**config.mk**
```make
export PLATFORM = sky130hd
export DESIGN_NAME = fir_mac_sched
export DESIGN_NICKNAME = d
export VERILOG_FILES = /design/src/rtl/fir_mac_sched.sv
export SDC_FILE = /design/constraint.sdc
export NUM_CORES = 1
export LEC_CHECK = 0
export ABC_AREA = 1
export CAP_MARGIN = 40
export CELL_PAD_IN_SITES_DETAIL_PLACEMENT = 0
export CELL_PAD_IN_SITES_GLOBAL_PLACEMENT = 1
export CORE_MARGIN = 10
export CORE_UTILIZATION = 35
export CTS_CLUSTER_SIZE = 25
export DETAILED_ROUTE_END_ITERATION = 10
export GPL_TIMING_DRIVEN = 1
export PLACE_DENSITY_LB_ADDON = 0.1
export SETUP_SLACK_MARGIN = 0.4
export SLEW_MARGIN = 10
export SYNTH_ARGS = -nofsm -noshare
export SYNTH_HDL_FRONTEND = slang
export SYNTH_SLANG_ARGS = --single-unit
export TNS_END_PERCENT = 50
```
**constraint.sdc**
```tcl
create_clock -name sys_clk -period 2.9 [get_ports sys_clk]
set_input_delay 0.29 -clock sys_clk [delete_from_list [all_inputs] [get_ports sys_clk]]
set_output_delay 0.29 -clock sys_clk [all_outputs]
set_load 0.02 [all_outputs]
```
**src/rtl/fir_mac_sched.sv**
```systemverilog
// Control scheduler for a folded symmetric FIR with one shared MAC: per sample it sequences the delay-line write, NPAIR+1 folded-tap MAC steps and the output load.
// Optional sticky dropped-sample flag enabled by defining FIR_MAC_SCHED_OVERRUN_EN.
`timescale 1ns/1ps
module fir_mac_sched #(
    parameter int NUM_TAPS = 101,
    parameter int AW       = 7,
    parameter int CW       = 6
) (
    input  logic          sys_clk,
    input  logic          reset,
    input  logic          sam_clk_en,
    output logic          wr_en,
    output logic [AW-1:0] wr_addr,
    output logic [AW-1:0] rd_addr_a,
    output logic [AW-1:0] rd_addr_b,
    output logic [CW-1:0] coef_addr,
    output logic          pair_sel,
    output logic          acc_clr,
    output logic          acc_en,
    output logic          y_load,
    output logic          busy,
    output logic          overrun
);

    localparam int            NPAIR     = (NUM_TAPS - 1) / 2;
    localparam logic [CW-1:0] K_LAST    = CW'(NPAIR);
    localparam logic [AW:0]   TAPS_W    = (AW+1)'(NUM_TAPS);
    localparam logic [AW-1:0] WPTR_LAST = AW'(NUM_TAPS - 1);

    typedef enum logic [1:0] {
        ST_IDLE = 2'd0,
        ST_CLR  = 2'd1,
        ST_RUN  = 2'd2,
        ST_DUMP = 2'd3
    } state_t;

    state_t        state_q, state_d;
    logic [CW-1:0] k_q, k_d;
    logic [AW-1:0] wptr_q, wptr_d;

    logic          wr_en_q, wr_en_d;
    logic [AW-1:0] wr_addr_q, wr_addr_d;
    logic [AW-1:0] rd_addr_a_q, rd_addr_a_d;
    logic [AW-1:0] rd_addr_b_q, rd_addr_b_d;
    logic [CW-1:0] coef_addr_q, coef_addr_d;
    logic          pair_sel_q, pair_sel_d;
    logic          acc_clr_q, acc_clr_d;
    logic          acc_en_q, acc_en_d;
    logic          y_load_q, y_load_d;
    logic          busy_q, busy_d;

    // Both operands are below NUM_TAPS, so one conditional correction keeps the result in range.
    function automatic logic [AW-1:0] addr_sub(input logic [AW-1:0] wp, input logic [CW-1:0] k);
        logic [AW:0] w;
        logic [AW:0] kk;
        w  = {1'b0, wp};
        kk = (AW+1)'(k);
        if (w >= kk) begin
            return AW'(w - kk);
        end else begin
            return AW'(w + TAPS_W - kk);
        end
    endfunction

    function automatic logic [AW-1:0] addr_add1(input logic [AW-1:0] wp, input logic [CW-1:0] k);
        logic [AW:0] s;
        s = {1'b0, wp} + (AW+1)'(k) + (AW+1)'(1'b1);
        if (s >= TAPS_W) begin
            return AW'(s - TAPS_W);
        end else begin
            return AW'(s);
        end
    endfunction

    // Next-state logic: tap-pair counter and write pointer advance.
    always_comb begin
        state_d = state_q;
        k_d     = k_q;
        wptr_d  = wptr_q;
        case (state_q)
            ST_IDLE: begin
                if (sam_clk_en) begin
                    state_d = ST_CLR;
                end else begin
                    state_d = ST_IDLE;
                end
                k_d = '0;
            end
            ST_CLR: begin
                state_d = ST_RUN;
                k_d     = '0;
            end
            ST_RUN: begin
                if (k_q == K_LAST) begin
                    state_d = ST_DUMP;
                end else begin
                    k_d = k_q + CW'(1'b1);
                end
            end
            ST_DUMP: begin
                state_d = ST_IDLE;
                k_d     = '0;
                if (wptr_q == WPTR_LAST) begin
                    wptr_d = '0;
                end else begin
                    wptr_d = wptr_q + AW'(1'b1);
                end
            end
            default: begin
                state_d = ST_IDLE;
                k_d     = '0;
            end
        endcase
    end

    // Output decode from the upcoming state so every output is a flop aligned with its state.
    always_comb begin
        wr_en_d     = 1'b0;
        acc_clr_d   = 1'b0;
        acc_en_d    = 1'b0;
        pair_sel_d  = 1'b0;
        y_load_d    = 1'b0;
        busy_d      = 1'b0;
        wr_addr_d   = wr_addr_q;
        rd_addr_a_d = rd_addr_a_q;
        rd_addr_b_d = rd_addr_b_q;
        coef_addr_d = coef_addr_q;
        case (state_d)
            ST_CLR: begin
                wr_en_d   = 1'b1;
                acc_clr_d = 1'b1;
                busy_d    = 1'b1;
                wr_addr_d = wptr_q;
            end
            ST_RUN: begin
                acc_en_d    = 1'b1;
                busy_d      = 1'b1;
                coef_addr_d = k_d;
                rd_addr_a_d = addr_sub(wptr_q, k_d);
                if (k_d == K_LAST) begin
                    rd_addr_b_d = addr_sub(wptr_q, k_d);
                    pair_sel_d  = 1'b0;
                end else begin
                    rd_addr_b_d = addr_add1(wptr_q, k_d);
                    pair_sel_d  = 1'b1;
                end
            end
            ST_DUMP: begin
                y_load_d = 1'b1;
                busy_d   = 1'b1;
            end
            ST_IDLE: begin
                busy_d = 1'b0;
            end
            default: begin
                busy_d = 1'b0;
            end
        endcase
    end

    // State, counters and registered outputs.
    always_ff @(posedge sys_clk or negedge reset) begin
        if (!reset) begin
            state_q     <= ST_IDLE;
            k_q         <= '0;
            wptr_q      <= '0;
            wr_en_q     <= 1'b0;
            wr_addr_q   <= '0;
            rd_addr_a_q <= '0;
            rd_addr_b_q <= '0;
            coef_addr_q <= '0;
            pair_sel_q  <= 1'b0;
            acc_clr_q   <= 1'b0;
            acc_en_q    <= 1'b0;
            y_load_q    <= 1'b0;
            busy_q      <= 1'b0;
        end else begin
            state_q     <= state_d;
            k_q         <= k_d;
            wptr_q      <= wptr_d;
            wr_en_q     <= wr_en_d;
            wr_addr_q   <= wr_addr_d;
            rd_addr_a_q <= rd_addr_a_d;
            rd_addr_b_q <= rd_addr_b_d;
            coef_addr_q <= coef_addr_d;
            pair_sel_q  <= pair_sel_d;
            acc_clr_q   <= acc_clr_d;
            acc_en_q    <= acc_en_d;
            y_load_q    <= y_load_d;
            busy_q      <= busy_d;
        end
    end

`ifdef FIR_MAC_SCHED_OVERRUN_EN
    logic overrun_q, overrun_d;

    // Any strobe arriving while a sample is in flight is lost; remember it until reset.
    always_comb begin
        overrun_d = overrun_q | (sam_clk_en & busy_q);
    end

    // Sticky overrun flag register.
    always_ff @(posedge sys_clk or negedge reset) begin
        if (!reset) begin
            overrun_q <= 1'b0;
        end else begin
            overrun_q <= overrun_d;
        end
    end

    assign overrun = overrun_q;
`else
    assign overrun = 1'b0;
`endif

    assign wr_en     = wr_en_q;
    assign wr_addr   = wr_addr_q;
    assign rd_addr_a = rd_addr_a_q;
    assign rd_addr_b = rd_addr_b_q;
    assign coef_addr = coef_addr_q;
    assign pair_sel  = pair_sel_q;
    assign acc_clr   = acc_clr_q;
    assign acc_en    = acc_en_q;
    assign y_load    = y_load_q;
    assign busy      = busy_q;

endmodule

```
Word level (Yosys, flattened, before mapping)
Cells that the tools add are included.

storage, ports and cells
  output and inout port bits = 34
  register bits after elaboration = 47

operators by class
  reduce and logical (&&, ||, !) cells = 4
  $lt $le $gt $ge = 2
  mux-type cells = 15
  $add $sub $neg = 8
  equality and inequality tests = 9

operators by type and width
  cell                   number
  $mux W7                4
  $sub A7 B6 Y7          2
  $eq A6 B6 Y1 const B   2
  $pmux W6 S2            1
  $add A7 B6 Y8          1
  $add A8 B1 Y8 const B  1
  $eq A2 B2 Y1 const B   4
  $ge A8 B7 Y1 const B   1
  $pmux W2 S4            1
  $add A7 B1 Y7 const B  1
  $add A7 B7 Y7 const B  1
  $eq A7 B7 Y1 const B   1
  $ge A7 B6 Y1           1
  $sub A7 B7 Y7 const B  1
  $add A6 B1 Y6 const B  1
  $mux W1                6
  $mux W6                1
  $reduce_or A3 Y1       2
  $eq A2 B1 Y1 const B   2
  $logic_not A2 Y1       2
  $mux W2                1
  $pmux W1 S2            1

Longest topological paths before layout
Gate-level depths: netlist of the first run.

  depth after elaboration = 8
  depth in mapped cells = 25

Least setup slack after synthesis of the first run
Ideal clock, no wire load.

  path kind = register to register
  start = reg state_q[0]
  end = reg rd_addr_b_q[5], in the netlist rd_addr_b[5]
  setup time = 0.065 ns
  setup slack = -0.029 ns
  data required time = 2.835 ns
  data arrival time = 2.864 ns
  cell stages (with the launch flop) = 19
  period minus slack after synthesis = 2.929 ns
  path through = dfrtp_1 inv_1 ha_1 inv_1 nor2_1 inv_1 ha_1 inv_1 ha_1 inv_1 fa_1 o21ai_0 xor2_1 nand2_1 nand2_1 nand2_1 nand2_1 nand2_1 nand2_1

on the way
  word-level cells in the longest chain between the ends = 8
  elaborated cells on any way between the ends = 20

ends and longest elaborated chain
  item                                           RTL line  RTL
  start: declaration                             37        state_t state_q, state_d;
  start signal: assignment                       178       state_q <= state_d;
  $eq A2 B2 Y1 (tied with other cells)           80        case (state_q)
  $reduce_or A3 Y1 (no line)                     --
  $pmux W6 S2 *                                  80
  via k_d[1]                                     38        logic [CW-1:0] k_q, k_d;
  $add A7 B6 Y8                                  67        s = {1'b0, wp} + (AW+1)'(k) + (AW+1)'(1'b1);
  $add A8 B1 Y8                                  67
  $sub A7 B7 Y7 or $ge A8 B7 Y1 (tied branches)  69, 68
  $mux W7                                        68        if (s >= TAPS_W) begin
  $mux W7 *                                      140       if (k_d == K_LAST) begin
  end signal: assignment                         184       rd_addr_b_q <= rd_addr_b_d;
  end: declaration                               44        logic [AW-1:0] rd_addr_b_q, rd_addr_b_d;

Mark *: on every way through the listed nets, which the timed path passes. The rest lies on a longest branch.
A chain may end at the register's enable or synchronous reset.

Worst setup path after layout of the first run
  start = reg k_q[1]
  end = reg rd_addr_b_q[2], in the netlist rd_addr_b[2]

on the way
  word-level cells in the longest chain between the ends = 8
  elaborated cells on any way between the ends = 18

ends and longest elaborated chain
  item                                           RTL line  RTL
  start: declaration                             38
  start signal: assignment                       179       k_q <= k_d;
  $add A6 B1 Y6 or $eq A6 B6 Y1 (tied branches)  97, 94
  $mux W6 *                                      94        if (k_q == K_LAST) begin
  $pmux W6 S2 *                                  80
  via k_d[2]                                     38
  $add A7 B6 Y8                                  67
  $add A8 B1 Y8                                  67
  $sub A7 B7 Y7 or $ge A8 B7 Y1 (tied branches)  69, 68
  $mux W7                                        68
  $mux W7 *                                      140

Marks and branches as above.

==> run summary, run 1 <==
Final nets -> 554
Average size of a mapped cell -> 8.11 sq um
R2R setup slack -> 0.11 ns
Register area -> 1180 sq um
Critical Path Fanout Max -> 8
# setup viols final -> 0
Outcome -> finished clean
Clk slew on worst S/H paths -> 0.09 ns
Top delay family on crit path -> simple AND/OR/NAND/NOR gates
DR pass1 iterations -> 4
Post-route total power -> 1.08 mW
Fmax -> 0.358 GHz
Mapped Nets -> 459
# IOs -> 37
Post-synth ARST share -> 100%
Yosys top cell area share -> 34.6%
Final Hold Vio Count -> 0
Horiz. Die Dim -> 119 um
Synthesized area -> 3400 sq um
Top post-synthesis cells by area -> dfrtp_1 (35%), nand2_1 (14%), ha_1 (12%), inv_1 (6.0%), nand3_1 (4.9%)
Top cells by count, synth -> nand2_1 (123), inv_1 (54), dfrtp_1 (47)
GR Overflow Total -> 0
WL/cell -> 14.4 um
CTS tree -> done
Max VDD drop -> 0.165 mV
Layout cells sized above 1 -> 33.8%
Place WS -> -0.0883 ns
Initial DRC count -> 91
Cells after Synth -> 419
# fillers -> 912
YS warnings -> 0
RSZ-0062 raised after global routing -> true
Clock Latency Late Sink -> 0.31 ns
Total CTS buffers -> 5
Slew margin rel. -> 62.4%
Critical path required time -> 3.10 ns
First-pass GRT wire length -> 15.3 mm
H-tree levels -> 2
Vias in the first global route -> 2,930
CP bufs+invs -> 4
DRC errors left -> 0
Skew final -> 0.00674 ns
# diodes -> 0
Die span in y -> 119 um
Die footprint -> 14,100 sq um
Fin crit share -> 96.3%
Root Buffer -> clkbuf_8
Crit. End Element -> register
Startpoint types -> register
Netlist cell types -> 38
Crit-path max cell delay -> 0.45 ns
Post-DRT Antenna Nets -> 0
Multi-input logic area -> 2300 sq um
PD cells -> 225 nW/um^2
Fin util -> 51.4%
DP Wirelength -> 7.23 mm
Data arrival, critical path -> 2.99 ns
Clock buffer depth -> 2
Pins Over Slew Limit -> 0
Core ar. -> 9330 sq um
Initial core utilization -> 36.4%
Vias per cell -> 4.60
Row cnt -> 35
Post-synthesis sequential area ratio -> 34.6%
Leading area contributor after synthesis -> dfrtp_1
Antenna violations before repair -> 0
Pleak -> 2.31 nW
Largest net degree at the start of global routing -> 28
Cell Chain, Critical Path -> ha_1, xor2_1, nand2_2, nor2_4, inv_2, ha_4, inv_1, nand2_1, nand2_1, nand2_2, nand3_1, nand2_2, inv_1, o21ai_4, buf_12, nand2_8, nand2_2, nand3_2, nand2_1, nand2_1
Maximum Capacitance Violations -> 0
Total GRT Usage -> 13.1%
WS Path Type -> register to register
Port Buffers -> 35
Area Overhead vs Synth -> 41.1%
Top FF cell, synth -> dfrtp_1
Setup ws final -> 0.107 ns
Worst Tran Pin Value -> 0.564 ns
Routed vias -> 2,960
Worst min-delay path category -> register to register
Post-synthesis register bit count -> 47
Num Clock Sinks -> 47
CP max stage cell -> dfrtp_2
Routed wire length -> 9.28 mm
Post-route minimum period -> 2.79 ns
GPL Wtd Cong -> 0.925
Post-synth EDFFs -> 0
Cell with the most instances after synthesis -> nand2_1
path summary, 6_finish.rpt:
check                             start            to  cells after the start
hold reg to reg            coef_addr[5]  coef_addr[5]                      2
setup / recovery                 k_q[1]  rd_addr_b[2]                     20
hold / removal             coef_addr[5]  coef_addr[5]                      2
max in group asynchronous         reset  rd_addr_b[3]                      3
min in group asynchronous         reset          busy                      2
setup reg to reg                 k_q[1]  rd_addr_b[2]                     20
routing by layer:
layer	vias to the layer above	part of all wire, %	GRT usage [%]
li1	1511	-	-
met1	1391	47	16.9
met2	45	46	21.1
met3	13	4.4	2.95
met4	0	1.8	4.05
met5	-	0	0
timing repair:
item                       CTS  global route
gates cloned                 1             0
pin swaps                   21            31
hold buffers                 1             0
hold endpoints to repair    23             0
setup buffers               11            12
setup endpoints to repair   14            14
gates resized for setup     35            43
cells by family (layout without fill, tap and decap cells):
logic type                 count (synthesis)  in the layout  share of synthesized area (%)
DFF                                       47             47                           34.6
and+or+nand+nor                          212            213                           29.5
other                                      1              1                          0.110
buffers and inverters                     68            163                           8.65
xor gates and xnor gates                  16             16                           4.34
AOI/OAI and AO/OA                         38             38                           8.03
adders and majority gates                 37             37                           14.7
cells in the final DEF (no fill, tap or decap), types with 8 or more instances in the layout:
| cell type | Yosys | layout |
|---|---|---|
| nor2_1 | 15 | 8 |
| inv_2 | 5 | 14 |
| nand3_1 | 33 | 27 |
| ha_1 | 32 | 19 |
| clkdlybuf4s50_1 | 0 | 34 |
| xor2_1 | 11 | 11 |
| o21ai_2 | 8 | 9 |
| nand2_2 | 6 | 19 |
| dfrtp_1 | 47 | 44 |
| inv_1 | 54 | 44 |
| nor2_4 | 2 | 8 |
| o21ai_0 | 15 | 11 |
| nand2_1 | 123 | 110 |
| ha_4 | 0 | 13 |
| buf_4 | 6 | 55 |
state kept, by name (all words and copies together) (netlist names):
register,cells
acc_clr,1
acc_en,1
busy,1
coef_addr,6
k_q,6
pair_sel,1
rd_addr_a,7
rd_addr_b,7
state_q,2
wptr_q,7
wr_addr,7
y_load,1
tightest hold or removal path, stage by stage, from the launching register on:
cell and delay [ns]:
dfrtp_1 0.35, nand2_1 0.05, o21ai_0 0.05
layout make-up:
type / count / share of cell area, %
multi-input combinational: 305 / 47.9
sequential: 47 / 24.6
timing repair buffer: 96 / 17.6
inverter: 59 / 4.70
tap: 129 / 3.37
clock buffer: 5 / 1.44
clock inverter: 3 / 0.391
power by group:
group	internal [mW]	switching, mW
sequential	0.655	0
clock	0.170	0.234
combinational	0.00529	0.0150
metrics by stage:
stage | hold WS, ns | cell area, sq um | std cells | TNS (ns)
floorplan | -0.00559 | 3460 | 419 | 0
global placement | 0.463 | 4170 | 610 | -0.146
detailed placement | 0.322 | 4190 | 611 | -0.0883
CTS | 0.491 | 4510 | 632 | 0
global route | 0.522 | 4790 | 644 | -0.520
finish | 0.487 | 4790 | 644 | 0
Note: power is estimated with default switching activity, not from simulation.
==> run 2, diff against run 1 <==
--- a/config.mk
+++ b/config.mk
@@ -16,6 +16,7 @@
 export GPL_TIMING_DRIVEN = 1
 export PLACE_DENSITY_LB_ADDON = 0.1
 export SETUP_SLACK_MARGIN = 0.4
+export SKIP_CTS_REPAIR_TIMING = 1
 export SLEW_MARGIN = 10
 export SYNTH_ARGS = -nofsm -noshare
 export SYNTH_HDL_FRONTEND = slang
==> run 2 against run 1 <==
The run now ends with hold timing left. Final cell count fell by 1.4%. Design area fell by 2.3%. First-iteration DRC count fell by 11%. Via count fell by 2.5%. Combinational power fell by 5%. Setup slack got worse by 0.062 ns. Total power fell by 0.13%. Sequential share of layout area rose by 0.53 points. Non-clock buffer count fell by 8. Count of clock-buffer cells in the layout did not move. Flip-flop and latch count did not move. Register-to-register slack got worse by 0.06 ns.
==> run summary, run 2 (synthesized netlist as in run 1, its figures left out) <==
Outcome -> finished, violations left
Violated checks -> hold timing
Initial DRC count -> 81
Pleak -> 2.25 nW
Antenna violations before repair -> 0
Critical path required time -> 3.10 ns
Total CTS buffers -> 5
RSZ-0062 raised after global routing -> true
Routed wire length -> 9.05 mm
Clock power share -> 37.5%
Slew margin rel. -> 62.4%
Sw frac -> 23.1%
Worst hold margin -> -0.0344 ns
Die span in y -> 119 um
Pins Over Slew Limit -> 0
DR pass1 iterations -> 4
Cell Chain, Critical Path -> inv_2, ha_4, inv_2, nor2_4, nand2_4, nand2_4, nand3_4, ha_4, fa_2, ha_4, inv_2, nand2_2, nand4_1, nand2_4, nand2_8, nand2_2, nand3_2, nand2_1, nand2_1
Flop pwr share -> 60.7%
# fillers -> 926
Vias per cell -> 4.54
Skew final -> 0.00487 ns
Worst min-delay path category -> input pin to asynchronous set/reset pin
Int Power -> 0.829 mW
Area Overhead vs Synth -> 37.8%
Data arrival, critical path -> 3.06 ns
Final nets -> 545
Post-DRT Antenna Nets -> 0
Critical Path Fanout Max -> 8
Logic gate share of total power -> 1.8%
# IOs -> 37
Clock Latency Late Sink -> 0.30 ns
Reg2reg start -> k_q[0]
Fmax -> 0.350 GHz
Clock buffer depth -> 2
Reg2reg path depth -> 19
Place WS -> -0.0883 ns
DRC errors left -> 0
Routed vias -> 2,886
Final non-filler cell total -> 635
Layout cells sized above 1 -> 32.2%
CTS tree -> done
Post-route total power -> 1.08 mW
Worst Tran Pin Value -> 0.564 ns
Grt met3 use -> 3.00%
Setup ws final -> 0.0451 ns
GR Util met2 -> 20.0%
FF-to-FF End -> rd_addr_b[2]
H-tree levels -> 2
Max VDD drop -> 0.164 mV
Fin crit share -> 98.4%
Startpoint types -> register
Post-route minimum period -> 2.85 ns
Final setup TNS -> 0 ns
Design area -> 4680 sq um
Crit-path max cell delay -> 0.59 ns
Num Clock Sinks -> 47
R2R setup slack -> 0.05 ns
CP max stage cell -> fa_2
Largest net degree at the start of global routing -> 28
Initial core utilization -> 36.4%
Fin util -> 50.2%
Vias in the first global route -> 2,845
DP Wirelength -> 7.23 mm
Switch Pwr -> 0.249 mW
Met1 Use GR -> 16.6%
Crit. End Element -> register
GR Overflow Total -> 0
First-pass GRT wire length -> 14.8 mm
Maximum Capacitance Violations -> 0
Commonest cells after routing, fill and taps aside -> nand2_1 (107), buf_4 (48), dfrtp_1 (46)
Die footprint -> 14,100 sq um
Most used routing layer -> met2
GPL Wtd Cong -> 0.925
Final Hold Vio Count -> 23
PD cells -> 230 nW/um^2
Dpl cells -> 611
Port Buffers -> 35
Core ar. -> 9330 sq um
Placed Instance Area -> 4190 sq um
Root Buffer -> clkbuf_8
Clk slew on worst S/H paths -> 0.09 ns
Row cnt -> 35
Total GRT Usage -> 12.6%
Most common cell after layout, fill and taps aside -> nand2_1
Horiz. Die Dim -> 119 um
WL/cell -> 14.2 um
WS Path Type -> register to register
# diodes -> 0
# setup viols final -> 0
run 2: cell count changes in the layout (fill, tap and decap cells not counted), sizes merged:
cell	before	now
buf	61	54
dlygate4sd3	1	0
nor2	24	23
run 2: area by class of cell:
cell class | count | area (sq um) | share of cell area [%]
repair buffers | 88 | 788 | 16.8
clock buffers | 5 | 68.8 | 1.47
inverters | 59 | 225 | 4.81
flip-flops and latches | 47 | 1180 | 25.1
multi-input cells | 304 | 2240 | 47.9
clock inverters | 3 | 18.8 | 0.401
well taps | 129 | 161 | 3.45
run 2: worst max-delay path by stage:
stage            from           end  slack (ns)  cells past startpoint
6_report       k_q[0]  rd_addr_b[2]        0.05                     19
3_3_place_gp   k_q[0]  rd_addr_b[6]       -0.12                     19
3_5_place_dp   k_q[0]  rd_addr_b[6]       -0.09                     19
2_1_floorplan  k_q[0]  rd_addr_b[5]        0.25                     17
4_1_cts        k_q[0]  rd_addr_b[6]       -0.14                     19
5_1_grt        k_q[0]  rd_addr_b[5]       -0.11                     19
run 2: per-layer routing:
layer | wire [um] | vias to the layer above
li1 | - | 1492
met1 | 4370 | 1341
met2 | 4190 | 45
met3 | 368 | 8
met4 | 121 | 0
met5 | 0 | -
run 2: power groups by stage:
stage	Combinational [mW]	Sequential [mW]	Clock, mW
after floorplan	0.00281	0.668	0
after global placement	0.0173	0.668	0
after detailed placement	0.0205	0.668	0
after CTS	0.0206	0.655	0.423
after global routing	0.0232	0.655	0.446
final	0.0192	0.655	0.404
run 2: worst max-delay path: cells and delay by family (launching register included):
family | cells | cell delay, ns
adder cells (fa/ha/maj) | 4 | 1.05
buffers and inverters | 3 | 0.17
flip-flops | 1 | 0.42
AND/OR/NAND/NOR | 12 | 1.10
==> run 3, diff against run 2 <==
--- a/config.mk
+++ b/config.mk
@@ -14,6 +14,7 @@
 export CTS_CLUSTER_SIZE = 25
 export DETAILED_ROUTE_END_ITERATION = 10
 export GPL_TIMING_DRIVEN = 1
+export HOLD_SLACK_MARGIN = 0.12
 export PLACE_DENSITY_LB_ADDON = 0.1
 export SETUP_SLACK_MARGIN = 0.4
 export SKIP_CTS_REPAIR_TIMING = 1
@@ -21,4 +22,4 @@
 export SYNTH_ARGS = -nofsm -noshare
 export SYNTH_HDL_FRONTEND = slang
 export SYNTH_SLANG_ARGS = --single-unit
-export TNS_END_PERCENT = 50
+export TNS_END_PERCENT = 30
==> run 3 against run 2 <==
The run now ends clean. Via count barely moved. Utilization fell by 1.1 points. Design area fell by 2.1%. Final cell count fell by 0.16%. Flip-flop and latch count did not move. Routed wire length fell by 1.9%. Total power rose by 4.6%. First-iteration DRC count rose by 73%. Sequential share of layout area rose by 0.54 points. Critical path type unchanged. Critical endpoint is now rd_addr_b[5]. Largest cell class unchanged. Largest power group unchanged.
==> run summary, run 3 (synthesized netlist as in run 1, its figures left out) <==
Outcome -> finished clean
Row cnt -> 35
Root Buffer -> clkbuf_8
Routed vias -> 2,887
Max VDD drop -> 0.204 mV
Slew margin rel. -> 62.3%
Num Clock Sinks -> 47
Port Buffers -> 35
H-tree levels -> 2
Initial DRC count -> 140
Final non-filler cell total -> 634
DR pass1 iterations -> 4
Largest net degree at the start of global routing -> 28
Routed wire length -> 8.88 mm
Data arrival, critical path -> 3.07 ns
Hold EP -> rd_addr_b[3]
Layout cells sized above 1 -> 30.1%
Design area -> 4580 sq um
CTS tree -> done
Reg2reg path depth -> 17
Critical path required time -> 3.15 ns
Worst Tran Pin Value -> 0.565 ns
Maximum Capacitance Violations -> 0
DP Wirelength -> 7.18 mm
Post-route total power -> 1.13 mW
WS Path Type -> register to register
R2R setup slack -> 0.08 ns
Antenna violations before repair -> 0
# diodes -> 0
Core ar. -> 9330 sq um
Die span in y -> 119 um
Worst Hold Depth -> 2
Vias per cell -> 4.55
Crit. End Element -> register
Post-DRT Antenna Nets -> 0
# setup viols final -> 0
Pins Over Slew Limit -> 0
Final setup TNS -> 0 ns
Clk slew on worst S/H paths -> 0.09 ns
# fillers -> 926
Horiz. Die Dim -> 119 um
WL/cell -> 14.0 um
Startpoint types -> register
Post-route minimum period -> 2.82 ns
DRC errors left -> 0
Fin crit share -> 97.3%
Final nets -> 544
Total CTS buffers -> 5
GPL Wtd Cong -> 0.870
Vias in the first global route -> 2,809
Clock buffer depth -> 2
First-pass GRT wire length -> 14.7 mm
Placed Instance Area -> 4260 sq um
Dpl cells -> 620
Critical Path Fanout Max -> 4
Min-Delay Startpoint -> rd_addr_b[3]
Worst min-delay path category -> register to register
Area Overhead vs Synth -> 34.9%
GR Overflow Total -> 0
Initial core utilization -> 36.4%
Final Hold Vio Count -> 0
Die footprint -> 14,100 sq um
PD cells -> 246 nW/um^2
Reg2reg start -> k_q[0]
FF-to-FF End -> rd_addr_b[5]
Fin util -> 49.1%
Pleak -> 2.25 nW
Total GRT Usage -> 12.7%
Fmax -> 0.354 GHz
RSZ-0062 raised after global routing -> true
Clock Latency Late Sink -> 0.31 ns
Most common cell after layout, fill and taps aside -> nand2_1
Commonest cells after routing, fill and taps aside -> nand2_1 (111), buf_4 (50), inv_1 (46), dfrtp_1 (46), clkdlybuf4s50_1 (34)
# IOs -> 37
Skew final -> 0.00634 ns
-- run 3: layout make-up --
class,instances,area [sq um],share of cell area (%)
clock inverter,1,7.51,0.164
inverter,59,221,4.83
clock buffer,7,96.3,2.10
sequential,47,1180,25.7
multi-input combinational,304,2170,47.3
tap,129,161,3.52
timing repair buffer,87,751,16.4
-- run 3: stage by stage --
stage | hold WS, ns | worst slack (ns)
3_3_place_gp | 0.463 | -0.103
3_5_place_dp | 0.316 | -0.0990
4_1_cts | -0.0190 | -0.127
6_report | 0.485 | 0.0785
2_1_floorplan | -0.00559 | 0.252
5_1_grt | 0.512 | -0.143
-- run 3: per-layer routing --
metal	wire [um]	up-vias	track usage (%)
li1	-	1488	-
met1	4560	1347	18.1
met2	3840	42	19.1
met3	349	10	2.28
met4	132	0	3.44
met5	0	-	0
-- run 3: worst max path at each step --
stage,start,end,slack (ns),depth (start not counted)
2_1_floorplan,k_q[0],rd_addr_b[5],0.25,17
3_3_place_gp,k_q[0],rd_addr_b[6],-0.10,19
3_5_place_dp,k_q[0],rd_addr_b[3],-0.1,17
4_1_cts,k_q[0],rd_addr_b[3],-0.13,17
5_1_grt,k_q[1],rd_addr_b[5],-0.14,19
6_report,k_q[0],rd_addr_b[5],0.08,17
-- run 3: power breakdown --
group	internal [mW]	switching, mW
Clock	0.217	0.235
Combinational	0.00530	0.0153
Sequential	0.655	0
-- run 3: worst max-delay path: stages, from the launching register on --
cell	delay [ns]
dfrtp_1	0.42
inv_2	0.10
ha_4	0.13
inv_2	0.04
nor2_4	0.11
nand2_2	0.08
nand2_2	0.09
nand3_4	0.08
ha_4	0.18
fa_2	0.59
inv_1	0.08
o21ai_1	0.22
nand3_1	0.13
xnor2_1	0.26
nand2_2	0.08
nand3_2	0.07
nand2_1	0.05
nand2_1	0.05
